File: src/rtl/edge_frame_ctrl.sv
// edge_frame_ctrl: frame sequencer and result checker around a Sobel edge stage.
//
// Builds valid/sop/eop framing for a raw binary raster that only carries a
// frame-start strobe, then tracks the Sobel result stream, masks the invalid
// border pixels, and reports frame completion and protocol errors.
//
// Optional feature: define BORDER_MASK_EN to force border pixels (orow<2 or
// ocol<2) to zero on dout. Without it, dout is the registered sob_dout.
//
// Ports:
//   clk, rst_n                         clock, asynchronous active-low reset
//   en                                 level, enables frame acceptance
//   in_sof, in_din, in_vld             raw pixel stream (sof on first pixel)
//   sob_din, sob_din_vld/sop/eop       registered stream to the Sobel engine
//   sob_dout, sob_dout_vld/sop/eop     result stream from the Sobel engine
//   dout, dout_vld/sop/eop             registered, masked edge stream
//   busy                               high while a frame is in RUN or DRAIN
//   frame_done                         one-cycle pulse per clean frame
//   err                                sticky error, cleared by en low in IDLE
//   frame_cnt                          clean frame count, wraps at 0xFFFF
module edge_frame_ctrl #(
    parameter int IMG_W    = 640,
    parameter int IMG_H    = 480,
    parameter int CNT_W    = 11,
    parameter int DRAIN_TO = 15
) (
    input  logic        clk,
    input  logic        rst_n,
    input  logic        en,
    input  logic        in_sof,
    input  logic        in_din,
    input  logic        in_vld,
    output logic        sob_din,
    output logic        sob_din_vld,
    output logic        sob_din_sop,
    output logic        sob_din_eop,
    input  logic        sob_dout,
    input  logic        sob_dout_vld,
    input  logic        sob_dout_sop,
    input  logic        sob_dout_eop,
    output logic        dout,
    output logic        dout_vld,
    output logic        dout_sop,
    output logic        dout_eop,
    output logic        busy,
    output logic        frame_done,
    output logic        err,
    output logic [15:0] frame_cnt
);
    localparam int DW = $clog2(DRAIN_TO + 1);
    localparam logic [1:0] S_IDLE  = 2'd0;
    localparam logic [1:0] S_WAIT  = 2'd1;
    localparam logic [1:0] S_RUN   = 2'd2;
    localparam logic [1:0] S_DRAIN = 2'd3;
    localparam logic [CNT_W-1:0] COL_LAST = CNT_W'(IMG_W - 1);
    localparam logic [CNT_W-1:0] ROW_LAST = CNT_W'(IMG_H - 1);
    localparam logic [DW-1:0] DRAIN_LAST = DW'(DRAIN_TO);

    logic [1:0]       state;
    logic [CNT_W-1:0] col, row, ocol, orow, pcol, prow;
    logic [DW-1:0]    drain, drain_nxt;
    logic             start, fwd, in_last, at_last, eop_ok, done, timeout;
    logic             sof_err, out_err, pix;

    // pcol/prow is the position of the result pixel on the bus this cycle;
    // ocol/orow hold the position expected next, and sop restarts at 0,0.
    always_comb begin
        start     = state == S_WAIT && en && in_vld && in_sof;
        fwd       = start || (state == S_RUN && in_vld);
        in_last   = state == S_RUN && row == ROW_LAST && col == COL_LAST;
        pcol      = sob_dout_sop ? '0 : ocol;
        prow      = sob_dout_sop ? '0 : orow;
        at_last   = pcol == COL_LAST && prow == ROW_LAST;
        eop_ok    = sob_dout_eop && sob_dout_vld && at_last;
        drain_nxt = drain + 1'b1;
        done      = state == S_DRAIN && eop_ok;
        // a clean eop in the expiry cycle takes priority over the timeout
        timeout   = state == S_DRAIN && !eop_ok && drain_nxt == DRAIN_LAST;
        sof_err   = state == S_RUN && in_vld && in_sof;
        out_err   = (sob_dout_sop && !sob_dout_vld) || (sob_dout_eop && !(sob_dout_vld && at_last));
`ifdef BORDER_MASK_EN
        // the window centre lags one line and one pixel, so the first two
        // rows and columns carry no valid gradient
        pix       = (prow < CNT_W'(2) || pcol < CNT_W'(2)) ? 1'b0 : sob_dout;
`else
        pix       = sob_dout;
`endif
    end

    assign busy = state == S_RUN || state == S_DRAIN;

    always_ff @(posedge clk or negedge rst_n) begin
        if (!rst_n) begin
            state <= S_IDLE;
            col   <= '0;
            row   <= '0;
            drain <= '0;
        end else begin
            case (state)
                S_IDLE: state <= en ? S_WAIT : S_IDLE;
                S_WAIT: begin
                    if (!en) begin
                        state <= S_IDLE;
                    end else if (start) begin
                        state <= S_RUN;
                        col   <= CNT_W'(1);
                        row   <= '0;
                    end
                end
                S_RUN: begin
                    if (in_vld) begin
                        if (in_last) begin
                            state <= S_DRAIN;
                            col   <= '0;
                            row   <= '0;
                            drain <= '0;
                        end else if (col == COL_LAST) begin
                            col <= '0;
                            row <= row + 1'b1;
                        end else begin
                            col <= col + 1'b1;
                        end
                    end
                end
                S_DRAIN: begin
                    if (done)
                        state <= en ? S_WAIT : S_IDLE;
                    else if (timeout)
                        state <= S_IDLE;
                    else
                        drain <= drain_nxt;
                end
                default: state <= S_IDLE;
            endcase
        end
    end

    always_ff @(posedge clk or negedge rst_n) begin
        if (!rst_n) begin
            sob_din     <= 1'b0;
            sob_din_vld <= 1'b0;
            sob_din_sop <= 1'b0;
            sob_din_eop <= 1'b0;
        end else begin
            sob_din     <= fwd && in_din;
            sob_din_vld <= fwd;
            sob_din_sop <= start;
            sob_din_eop <= fwd && in_last;
        end
    end

    always_ff @(posedge clk or negedge rst_n) begin
        if (!rst_n) begin
            ocol <= '0;
            orow <= '0;
        end else if (sob_dout_vld) begin
            ocol <= pcol == COL_LAST ? '0 : pcol + 1'b1;
            orow <= pcol != COL_LAST ? prow : prow == ROW_LAST ? '0 : prow + 1'b1;
        end else if (sob_dout_sop) begin
            ocol <= '0;
            orow <= '0;
        end
    end

    always_ff @(posedge clk or negedge rst_n) begin
        if (!rst_n) begin
            dout     <= 1'b0;
            dout_vld <= 1'b0;
            dout_sop <= 1'b0;
            dout_eop <= 1'b0;
        end else begin
            dout     <= pix;
            dout_vld <= sob_dout_vld;
            dout_sop <= sob_dout_sop;
            dout_eop <= sob_dout_eop;
        end
    end

    always_ff @(posedge clk or negedge rst_n) begin
        if (!rst_n) begin
            frame_done <= 1'b0;
            frame_cnt  <= '0;
            err        <= 1'b0;
        end else begin
            frame_done <= done;
            frame_cnt  <= frame_cnt + {15'd0, done};
            err        <= (state == S_IDLE && !en) ? 1'b0 : (err || sof_err || out_err || timeout);
        end
    end
endmodule

File: config.mk
export PLATFORM = sky130hd
export DESIGN_NAME = edge_frame_ctrl
export DESIGN_NICKNAME = d
export VERILOG_FILES = /design/src/rtl/edge_frame_ctrl.sv
export SDC_FILE = /design/constraint.sdc
export NUM_CORES = 1
export LEC_CHECK = 0
export BUFFER_PORTS_ARGS = -buffer_cell sky130_fd_sc_hd__buf_2
export CORE_ASPECT_RATIO = 0.7
export CORE_MARGIN = 4
export CORE_UTILIZATION = 40
export DETAILED_ROUTE_END_ITERATION = 6
export PLACE_DENSITY = 0.64
export SLEW_MARGIN = 10
export SYNTH_ARGS = -nofsm -noshare
export SYNTH_HDL_FRONTEND = slang
export SYNTH_SLANG_ARGS = --single-unit
File: constraint.sdc
create_clock -name clk -period 3.3 [get_ports clk]
set_input_delay 0.66 -clock clk [delete_from_list [all_inputs] [get_ports clk]]
set_output_delay 0.66 -clock clk [all_outputs]
set_load 0.03 [all_outputs]
==> summary.txt, run 1 <==
Die
  • Placeable Area: 9216 um^2
  • Die W: 125.2 um
  • Std-Cell Rows: 29
  • Die area: 11280 um^2
  • Die Ht: 90.07 um
  • Initial Utilization: 41.76%
  • IO Count: 37

Layout
  • Register Area: 1902 um^2
  • Fillers: 856
  • Area growth from synthesis to layout: 17.46%
  • Utilization after layout: 49.05%
  • Non-Filler Instances: 559
  • Final Cell Area: 4521 um^2
  • Multi-input logic area: 1853 um^2
  • Antenna fix cells: 0
  • Share of post-route cells with drive strength above 1: 18.39%
  • Layout Nets: 448

Global routing
  • Vias in the first global route: 2831
  • Congestion Overflow GR: 0
  • Initial antenna violation count: 0
  • Largest net degree at the start of global routing: 77
  • Global Route Usage Sum: 14.68%
  • First-pass GRT wire length: 13740 um

Timing
  • Setup WS post-layout: 0.4517 ns
  • Final TNS setup: 0 ns
  • Rel. slew slack: 37.71%
  • RSZ-0062 raised after global routing: no
  • Final Critical Period: 2.848 ns
  • Final Hold Vio Count: 0
  • Max Clock Skew: 0.008754 ns
  • Least-Margin Pin Slew: 0.9344 ns
  • Final setup viols: 0
  • Final hold slack: 0.4304 ns
  • F_max: 351.1 MHz
  • Final max-slew violation count: 0
  • Crit share post-route: 86.31%

Placement
  • Placed Instances: 543
  • DP Worst Slack: 0.09946 ns
  • DP Wirelength: 5625 um
  • GP Congestion: 0.8210
  • I/O Buffers: 36
  • Cell Area, Placed: 4209 um^2

Drt
  • TritonRoute pass-1 iters: 6
  • Via/cell ratio: 5.329
  • Via count: 2979
  • Final ANT Viol Nets: 0
  • Final WL: 7841 um
  • Iter 0 DRT Violations: 201
  • Residual DRC count: 0
  • DR WL/cell: 14.03 um

Min path
  • Hold/Removal Path Class: in2reg
  • Min-Delay Startpoint: sob_dout
  • Worst hold stages: 1

Critical path
  • CP Class: in2reg
  • WP data arrival: 3.07 ns
  • CP max-delay cell: or3_1
  • Critical path origin: sob_dout_sop
  • Reg2Reg Depth: 12
  • Crit path largest cell delay: 0.40 ns
  • RR Startpoint: ocol[0]
  • Worst path cell trace: buf_2 -> nor2b_1 -> ha_1 -> and4_1 -> nand4_1 -> or3_1 -> nor2_1 -> and2_1 -> ha_1 -> nand3_1 -> nor2_1 -> nand4_1 -> xnor2_1
  • Critical Path Sink: frame_cnt[14]
  • RR Endpoint: frame_cnt[14]
  • Crit end category: flip-flop
  • Crit-path max FO: 6
  • CP Launch Type: input pin
  • CP required: 3.52 ns
  • Slack of the worst reg-to-reg path: 0.58 ns

Synth
  • Post-Syn Instances: 382
  • Synthesized area: 3849 um^2
  • Cell taking the most area after synthesis: dfrtp_1
  • Number of enable flip-flop cells after synthesis: 0
  • Ys async rst share: 100.0%
  • Post-synthesis register bit count: 76
  • Syn_nets: 400
  • Synth warn: 0
  • Synth top area share: 49.41%
  • Area contributors post-synth: dfrtp_1 49%, xnor2_1 5.2%, nand2_1 3.6%, nand3_1 3.3%, o21ai_0 3.1%
  • Synth Area per Inst: 10.08 um^2
  • Ys flop type: dfrtp_1
  • Synth cell types: 61
  • Register area share after synthesis: 49.41%

Clock tree
  • Sink Count: 76
  • Skew-Pair Late Insertion Delay: 0.33 ns
  • Max clock buf depth: 2
  • TritonCTS clock tree: built
  • Root buffer cell: clkbuf_16
  • Postcts setup bufs: 0
  • CTS clock-pin slew for the worst setup and hold paths: 0.06 ns
  • Cts hold-fix bufs: 0
  • H-tree depth: 3
  • Total CTS buffers: 9
  • Cells resized by post-CTS repair: 0

Power
  • Leak: 2.096 nW
  • Design Power: 2.572 mW
  • Worst VDD drop: 0.2660 mV
  • Power Dens Cells: 568.9 nW/um^2

Status
  • Status: finished, final reports clean

Flow run
  • Maxcap violations: 0
==> flip-flops by register name, summed over array words and instances (netlist names), named ones only <==
| signal | count |
|---|---|
| col | 11 |
| dout | 1 |
| dout_eop | 1 |
| dout_sop | 1 |
| dout_vld | 1 |
| drain | 4 |
| err | 1 |
| frame_cnt | 16 |
| frame_done | 1 |
| ocol | 11 |
| orow | 11 |
| row | 11 |
| sob_din | 1 |
| sob_din_eop | 1 |
| sob_din_sop | 1 |
| sob_din_vld | 1 |
| state | 1 |
==> critical path: cells and delay by family <==
kind	cells	cell delay [ns]
xor+xnor	1	0.14
fa+ha+maj	2	0.36
buf+inv	1	0.14
simple gates	9	1.78
==> metal layers <==
| metal | global-route usage (%) | vias to the layer above | share of wire (%) |
|---|---|---|---|
| li1 | - | 1473 | - |
| met1 | 21.51 | 1426 | 51 |
| met2 | 20.93 | 72 | 42 |
| met3 | 4.325 | 8 | 5.7 |
| met4 | 4.332 | 0 | 1.1 |
| met5 | 0 | - | 0 |
==> cell type report <==
class / instances / area share (%)
clock inverter: 5 / 1.301
timing repair buffer: 47 / 5.868
sequential: 76 / 42.07
inverter: 9 / 0.7473
clock buffer: 11 / 5.591
multi-input combinational: 287 / 40.99
tap: 124 / 3.432
==> worst min path at each step <==
stage,to,slack (ns)
floorplan,async pin,0.36
global placement,frame_cnt[15],0.45
detailed placement,frame_cnt[15],0.45
CTS,dout,0.42
global route,dout,0.42
finish,dout,0.43
==> report_power, final <==
part	switching, mW	internal [mW]	total (mW)
Clock	0.382	0.628	1.01
Sequential	0.0964	1.01	1.11
Combinational	0.289	0.167	0.456
Total	0.768	1.80	2.57
==> cell usage in the layout (no fill, tap or decap), drive strengths merged, types with 3 or more instances in the layout <==
| cell type | count |
|---|---|
| dfrtp | 76 |
| buf | 47 |
| nand2 | 37 |
| nor2 | 27 |
| o21ai | 26 |
| nand3 | 25 |
| xnor2 | 23 |
| nor3 | 16 |
| and3 | 13 |
| nand4 | 12 |
| clkbuf | 11 |
| nor2b | 10 |
| inv | 10 |
| xor2 | 9 |
| ha | 8 |
| nand2b | 8 |
| and4 | 6 |
| and2 | 6 |
| a21oi | 6 |
| a21o | 6 |
| a22o | 6 |
| o31ai | 5 |
| nor3b | 4 |
| a31oi | 3 |
| mux2i | 3 |
| o41ai | 3 |
==> kinds of logic (layout without fill, tap and decap cells) <==
logic type,count (synthesis),count (layout),share of synthesized area (%)
AND/OR/NAND/NOR,179,179,25.75
flip-flops,76,76,49.41
AO/OA/AOI/OAI,64,64,11.44
XOR/XNOR,32,32,7.282
buffers and inverters,19,72,2.438
adder cells (fa/ha/maj),8,8,2.601
multiplexers,4,4,1.073
==> cell usage after synthesis, types with 2 or more instances <==
cell type and n:
a22o_1 5, mux2i_1 3, and4b_1 2, a31oi_1 3, o21ai_0 24, or3_1 2
and3_1 12, buf_4 2, a21oi_1 6, nand3_1 25, nor3_1 15, ha_1 8
and4_1 6, and2_1 6, nand4_1 12, nand2b_1 7, nand2_1 37, o31ai_1 5
inv_1 8, clkbuf_1 2, or4_1 2, o41ai_1 2, a21o_1 5, nor2_1 27
nor2b_1 9, nor3b_1 3, nand3b_1 2, or4b_1 2, xnor2_1 23, xor2_1 9
dfrtp_1 76, o311ai_0 2, buf_2 2
(Power assumes the default switching activity.)
==> run 2, diff against run 1 <==
--- a/config.mk
+++ b/config.mk
@@ -9,8 +9,10 @@
 export CORE_ASPECT_RATIO = 0.7
 export CORE_MARGIN = 4
 export CORE_UTILIZATION = 40
+export CTS_CLUSTER_DIAMETER = 150
 export DETAILED_ROUTE_END_ITERATION = 6
 export PLACE_DENSITY = 0.64
+export RECOVER_POWER = 100
 export SLEW_MARGIN = 10
 export SYNTH_ARGS = -nofsm -noshare
 export SYNTH_HDL_FRONTEND = slang
==> summary.txt, run 2 (synthesis results as in run 1) <==
Status
  • Status: finished with violations
  • Failing checks: capacitance limit, slew limit

Timing
  • Crit share post-route: 88.54%
  • F_max: 342.2 MHz
  • RSZ-0062 raised after global routing: no
  • Least-Margin Pin Slew: 1.823 ns
  • Final TNS setup: 0 ns
  • Final Critical Period: 2.922 ns
  • Final max-slew violation count: 77
  • Rel. slew slack: -21.53%
  • Max Clock Skew: 0.009221 ns
  • Final hold slack: 0.4299 ns
  • Final Hold Vio Count: 0
  • Final setup viols: 0

Die
  • Placeable Area: 9216 um^2
  • IO Count: 37
  • Initial Utilization: 41.76%
  • Std-Cell Rows: 29
  • Die Ht: 90.07 um
  • Die area: 11280 um^2
  • Die W: 125.2 um

Critical path
  • Critical path origin: sob_dout_sop
  • CP Class: in2reg
  • Crit-path max FO: 6
  • Reg2Reg Depth: 12
  • CP Launch Type: input pin
  • CP required: 3.52 ns
  • RR Endpoint: frame_cnt[8]
  • Slack of the worst reg-to-reg path: 0.54 ns
  • Critical Path Sink: frame_cnt[8]
  • RR Startpoint: ocol[0]
  • WP data arrival: 3.14 ns
  • Crit end category: flip-flop

Flow run
  • Maxcap violations: 1

Power
  • Register share of total power: 43.2%
  • Worst VDD drop: 0.2667 mV
  • Comb power frac: 17.2%
  • Power Dens Cells: 577.8 nW/um^2
  • Leak: 1.940 nW
  • Clock power frac: 39.6%
  • Pint: 1.794 mW
  • Psw: 0.7625 mW
  • Sw Ratio: 29.83%

Drt
  • Final ANT Viol Nets: 0
  • Via/cell ratio: 5.336
  • TritonRoute pass-1 iters: 5
  • Via count: 2983
  • Iter 0 DRT Violations: 194
  • DR WL/cell: 14.01 um
  • Final WL: 7831 um
  • Residual DRC count: 0

Min path
  • Hold/Removal Path Class: in2reg

Placement
  • Placed Instances: 543
  • I/O Buffers: 36
  • DP Wirelength: 5625 um
  • GP Congestion: 0.8210

Clock tree
  • Total CTS buffers: 9
  • CTS clock-pin slew for the worst setup and hold paths: 0.06 ns
  • Max clock buf depth: 2
  • TritonCTS clock tree: built
  • Cts hold-fix bufs: 0
  • H-tree depth: 3
  • Sink Count: 76
  • Skew-Pair Late Insertion Delay: 0.33 ns
  • Postcts setup bufs: 0
  • Root buffer cell: clkbuf_16
  • Cells resized by post-CTS repair: 0

Global routing
  • Initial antenna violation count: 0
  • Global Route Usage Sum: 14.68%
  • First-pass GRT wire length: 13740 um
  • Largest net degree at the start of global routing: 77
  • Congestion Overflow GR: 0
  • Vias in the first global route: 2831

Layout
  • Commonest non-fill, non-tap cell in the layout: dfrtp_1
  • Share of post-route cells with drive strength above 1: 8.736%
  • Antenna fix cells: 0
  • Layout Nets: 448
  • Area growth from synthesis to layout: 14.95%
  • Biggest register: frame_cnt
  • Max reg flops: 16
  • Non-Filler Instances: 559
  • Commonest cells after routing, fill and taps aside: 76 x dfrtp_1, 37 x nand2_1, 35 x clkbuf_1
[run 2: cell count changes in the layout (fill, tap and decap cells not counted), sizes merged]
cell	change
buf	-36
clkbuf	+36
[run 2: worst min path at each step]
stage / startpoint / to / slack (ns) / depth (start not counted)
floorplan: rst_n / async pin / 0.36 / 0
global placement: frame_cnt[15] / frame_cnt[15] / 0.45 / 1
detailed placement: frame_cnt[15] / frame_cnt[15] / 0.45 / 1
CTS: sob_dout / dout / 0.42 / 1
global route: sob_dout / dout / 0.42 / 1
finish: sob_dout / dout / 0.43 / 1
[run 2: cell type report]
type / count / area (um^2)
fill: 884 / 4792
sequential: 76 / 1902
multi-input combinational: 287 / 1815
clock buffer: 11 / 252.7
timing repair buffer: 47 / 206.4
tap: 124 / 155.1
clock inverter: 5 / 58.81
inverter: 9 / 33.78
[run 2: worst max-delay path: stages]
cell and delay, ns:
clkbuf_1 0.15, nor2b_1 0.22, ha_1 0.20, and4_1 0.28, nand4_1 0.12, or3_1 0.40
nor2_1 0.20, and2_0 0.17, ha_1 0.17, clkbuf_1 0.15, and3_1 0.19, nand3_1 0.10
xnor2_1 0.14
[run 2: routing by layer]
| layer | share of wire [%] | GRT usage [%] |
|---|---|---|
| met1 | 51 | 21.51 |
| met2 | 43 | 20.93 |
| met3 | 5.2 | 4.325 |
| met4 | 1.1 | 4.332 |
| met5 | 0 | 0 |
[run 2: stage by stage]
step	instance area, um^2	worst slack [ns]	util (%)	power, mW
2_1_floorplan	3849	0.1315	-	1.457
3_3_place_gp	4209	0.2037	45.67	1.568
3_5_place_dp	4209	0.09946	45.67	1.578
4_1_cts	4521	0.4373	49.05	2.607
5_1_grt	4424	0.1237	48.00	2.694
6_report	4424	0.3781	48.00	2.556
[run 2: power by group through the flow]
stage / Sequential [mW] / Clock (mW) / Combinational, mW
6_report: 1.10 / 1.01 / 0.440
4_1_cts: 1.11 / 1.04 / 0.461
2_1_floorplan: 1.10 / 0 / 0.354
3_5_place_dp: 1.12 / 0 / 0.458
5_1_grt: 1.12 / 1.08 / 0.497
3_3_place_gp: 1.12 / 0 / 0.450
==> run 3, diff against run 2 <==
--- a/config.mk
+++ b/config.mk
@@ -5,14 +5,16 @@
 export SDC_FILE = /design/constraint.sdc
 export NUM_CORES = 1
 export LEC_CHECK = 0
+export ABC_CLOCK_PERIOD_IN_PS = 3300
 export BUFFER_PORTS_ARGS = -buffer_cell sky130_fd_sc_hd__buf_2
 export CORE_ASPECT_RATIO = 0.7
 export CORE_MARGIN = 4
 export CORE_UTILIZATION = 40
-export CTS_CLUSTER_DIAMETER = 150
+export CTS_CLUSTER_DIAMETER = 40
 export DETAILED_ROUTE_END_ITERATION = 6
 export PLACE_DENSITY = 0.64
 export RECOVER_POWER = 100
+export SETUP_SLACK_MARGIN = 0.4
 export SLEW_MARGIN = 10
 export SYNTH_ARGS = -nofsm -noshare
 export SYNTH_HDL_FRONTEND = slang
==> summary.txt, run 3 (synthesis results as in run 1) <==
Clock tree
  • CTS clock-pin slew for the worst setup and hold paths: 0.06 ns
  • Cts hold-fix bufs: 0
  • Max clock buf depth: 2
  • Root buffer cell: clkbuf_16
  • Skew-Pair Late Insertion Delay: 0.33 ns
  • Sink Count: 76
  • TritonCTS clock tree: built
  • H-tree depth: 3
  • Total CTS buffers: 9

Global routing
  • Global Route Usage Sum: 14.92%
  • Vias in the first global route: 2857
  • Largest net degree at the start of global routing: 77
  • Congestion Overflow GR: 0
  • Initial antenna violation count: 1
  • First-pass GRT wire length: 13920 um

Critical path
  • CP Class: in2reg
  • RR Endpoint: row[1]
  • CP required: 3.51 ns
  • Slack of the worst reg-to-reg path: 0.57 ns
  • Reg2Reg Depth: 6
  • Crit end category: flip-flop
  • Crit-path max FO: 8
  • WP data arrival: 3.12 ns
  • CP Launch Type: input pin

Drt
  • Iter 0 DRT Violations: 186
  • Residual DRC count: 0
  • Final WL: 8121 um
  • DR WL/cell: 14.66 um
  • Final ANT Viol Nets: 0
  • TritonRoute pass-1 iters: 4
  • Via/cell ratio: 5.399
  • Via count: 2991

Timing
  • Max Clock Skew: 0.007844 ns
  • Least-Margin Pin Slew: 1.841 ns
  • Final setup viols: 0
  • Rel. slew slack: -22.72%
  • Final Critical Period: 2.905 ns
  • Final hold slack: 0.4346 ns
  • Crit share post-route: 88.04%
  • Final max-slew violation count: 77
  • Final Hold Vio Count: 0
  • Final TNS setup: 0 ns
  • RSZ-0062 raised after global routing: no
  • F_max: 344.2 MHz

Layout
  • Antenna fix cells: 0
  • Share of post-route cells with drive strength above 1: 10.70%
  • Area growth from synthesis to layout: 15.67%
  • Biggest register: frame_cnt
  • Commonest cells after routing, fill and taps aside: 76 x dfrtp_1, 37 x nand2_1, 33 x clkbuf_1
  • Max reg flops: 16
  • Layout Nets: 444
  • Commonest non-fill, non-tap cell in the layout: dfrtp_1

Power
  • Pint: 1.827 mW
  • Leak: 1.936 nW
  • Power Dens Cells: 581.9 nW/um^2
  • Psw: 0.7633 mW
  • Clock power frac: 39.8%
  • Sw Ratio: 29.46%
  • Register share of total power: 42.6%
  • Design Power: 2.591 mW
  • Worst VDD drop: 0.3392 mV
  • Comb power frac: 17.6%

Die
  • IO Count: 37
  • Die area: 11280 um^2
  • Initial Utilization: 41.76%
  • Die Ht: 90.07 um
  • Placeable Area: 9216 um^2
  • Std-Cell Rows: 29
  • Die W: 125.2 um

Placement
  • DP Wirelength: 5823 um
  • I/O Buffers: 36
  • GP Congestion: 0.8694

Status
  • Status: finished with violations
  • Failing checks: capacitance limit, slew limit

Flow run
  • Maxcap violations: 1

Min path
  • Min-Delay Startpoint: sob_dout
  • Worst hold stages: 1
  • Hold endpoint: dout
  • Hold/Removal Path Class: in2reg
[run 3: cell types whose count changed in the layout (fill, tap and decap cells not counted), sizes merged]
| cell | change |
|---|---|
| clkinvlp | -1 |
| clkinv | +2 |
| clkbuf | -4 |
| bufinv | +1 |
| inv | -1 |
| buf | -2 |
[run 3: worst max path at each step]
stage,slack [ns],start,cells after the start,to
final,0.39,sob_dout_sop,14,frame_cnt[14]
after floorplan,0.41,sob_dout_sop,13,frame_cnt[14]
after CTS,0.46,sob_dout_sop,14,frame_cnt[14]
after global routing,0.21,sob_dout_sop,14,frame_cnt[14]
after detailed placement,0.11,sob_dout_sop,14,frame_cnt[14]
after global placement,0.22,sob_dout_sop,14,frame_cnt[14]
[run 3: per-layer routing]
metal  share of wire, %  wire (um)  vias to the layer above  GRT usage, %
met1                 51       4161                     1453         21.58
met5              0.086          7                        -             0
li1                   -          -                     1459             -
met3                5.2        419                       12         4.799
met2                 42       3436                       65         21.42
met4                1.2         96                        2         4.242
[run 3: what timing repair did]
item	in CTS	in global routing
gates resized for setup	0	4
endpoints found under the setup margin	0	8
buffers inserted	0	1
[run 3: power by group through the flow]
stage	combinational, mW	clock, mW	sequential (mW)
floorplan	0.359	0	1.10
global placement	0.459	0	1.12
detailed placement	0.473	0	1.12
CTS	0.477	1.06	1.10
global route	0.514	1.11	1.12
finish	0.456	1.03	1.10
[run 3: cell type report]
class                   count  area (um^2)
fillers                   885         4765
flip-flops and latches     76         1902
multi-input cells         287         1862
clock buffers               9        225.2
repair buffers             43        183.9
well taps                 124        155.1
clock inverters             6        90.09
inverters                   9        33.78
[run 3: per-stage QoR]
stage	std cells	setup slack, ns	area [um^2]	util [%]
after global routing	554	0.2109	4452	48.30
after floorplan	382	0.4102	3887	-
final	554	0.3946	4452	48.30
after global placement	538	0.2224	4207	45.64
after detailed placement	538	0.1108	4207	45.64
after CTS	553	0.4626	4522	49.06
[run 3: critical path, cell delays in order]
cell      delay [ns]
clkbuf_1        0.21
nand2b_4        0.22
inv_1           0.06
ha_2            0.18
and4b_2         0.25
nand2_1         0.08
or3_1           0.49
nor2_4          0.15
and2_1          0.14
ha_2            0.21
nand3_2         0.10
nor2_2          0.12
nand4_1         0.12
xnor2_1         0.14
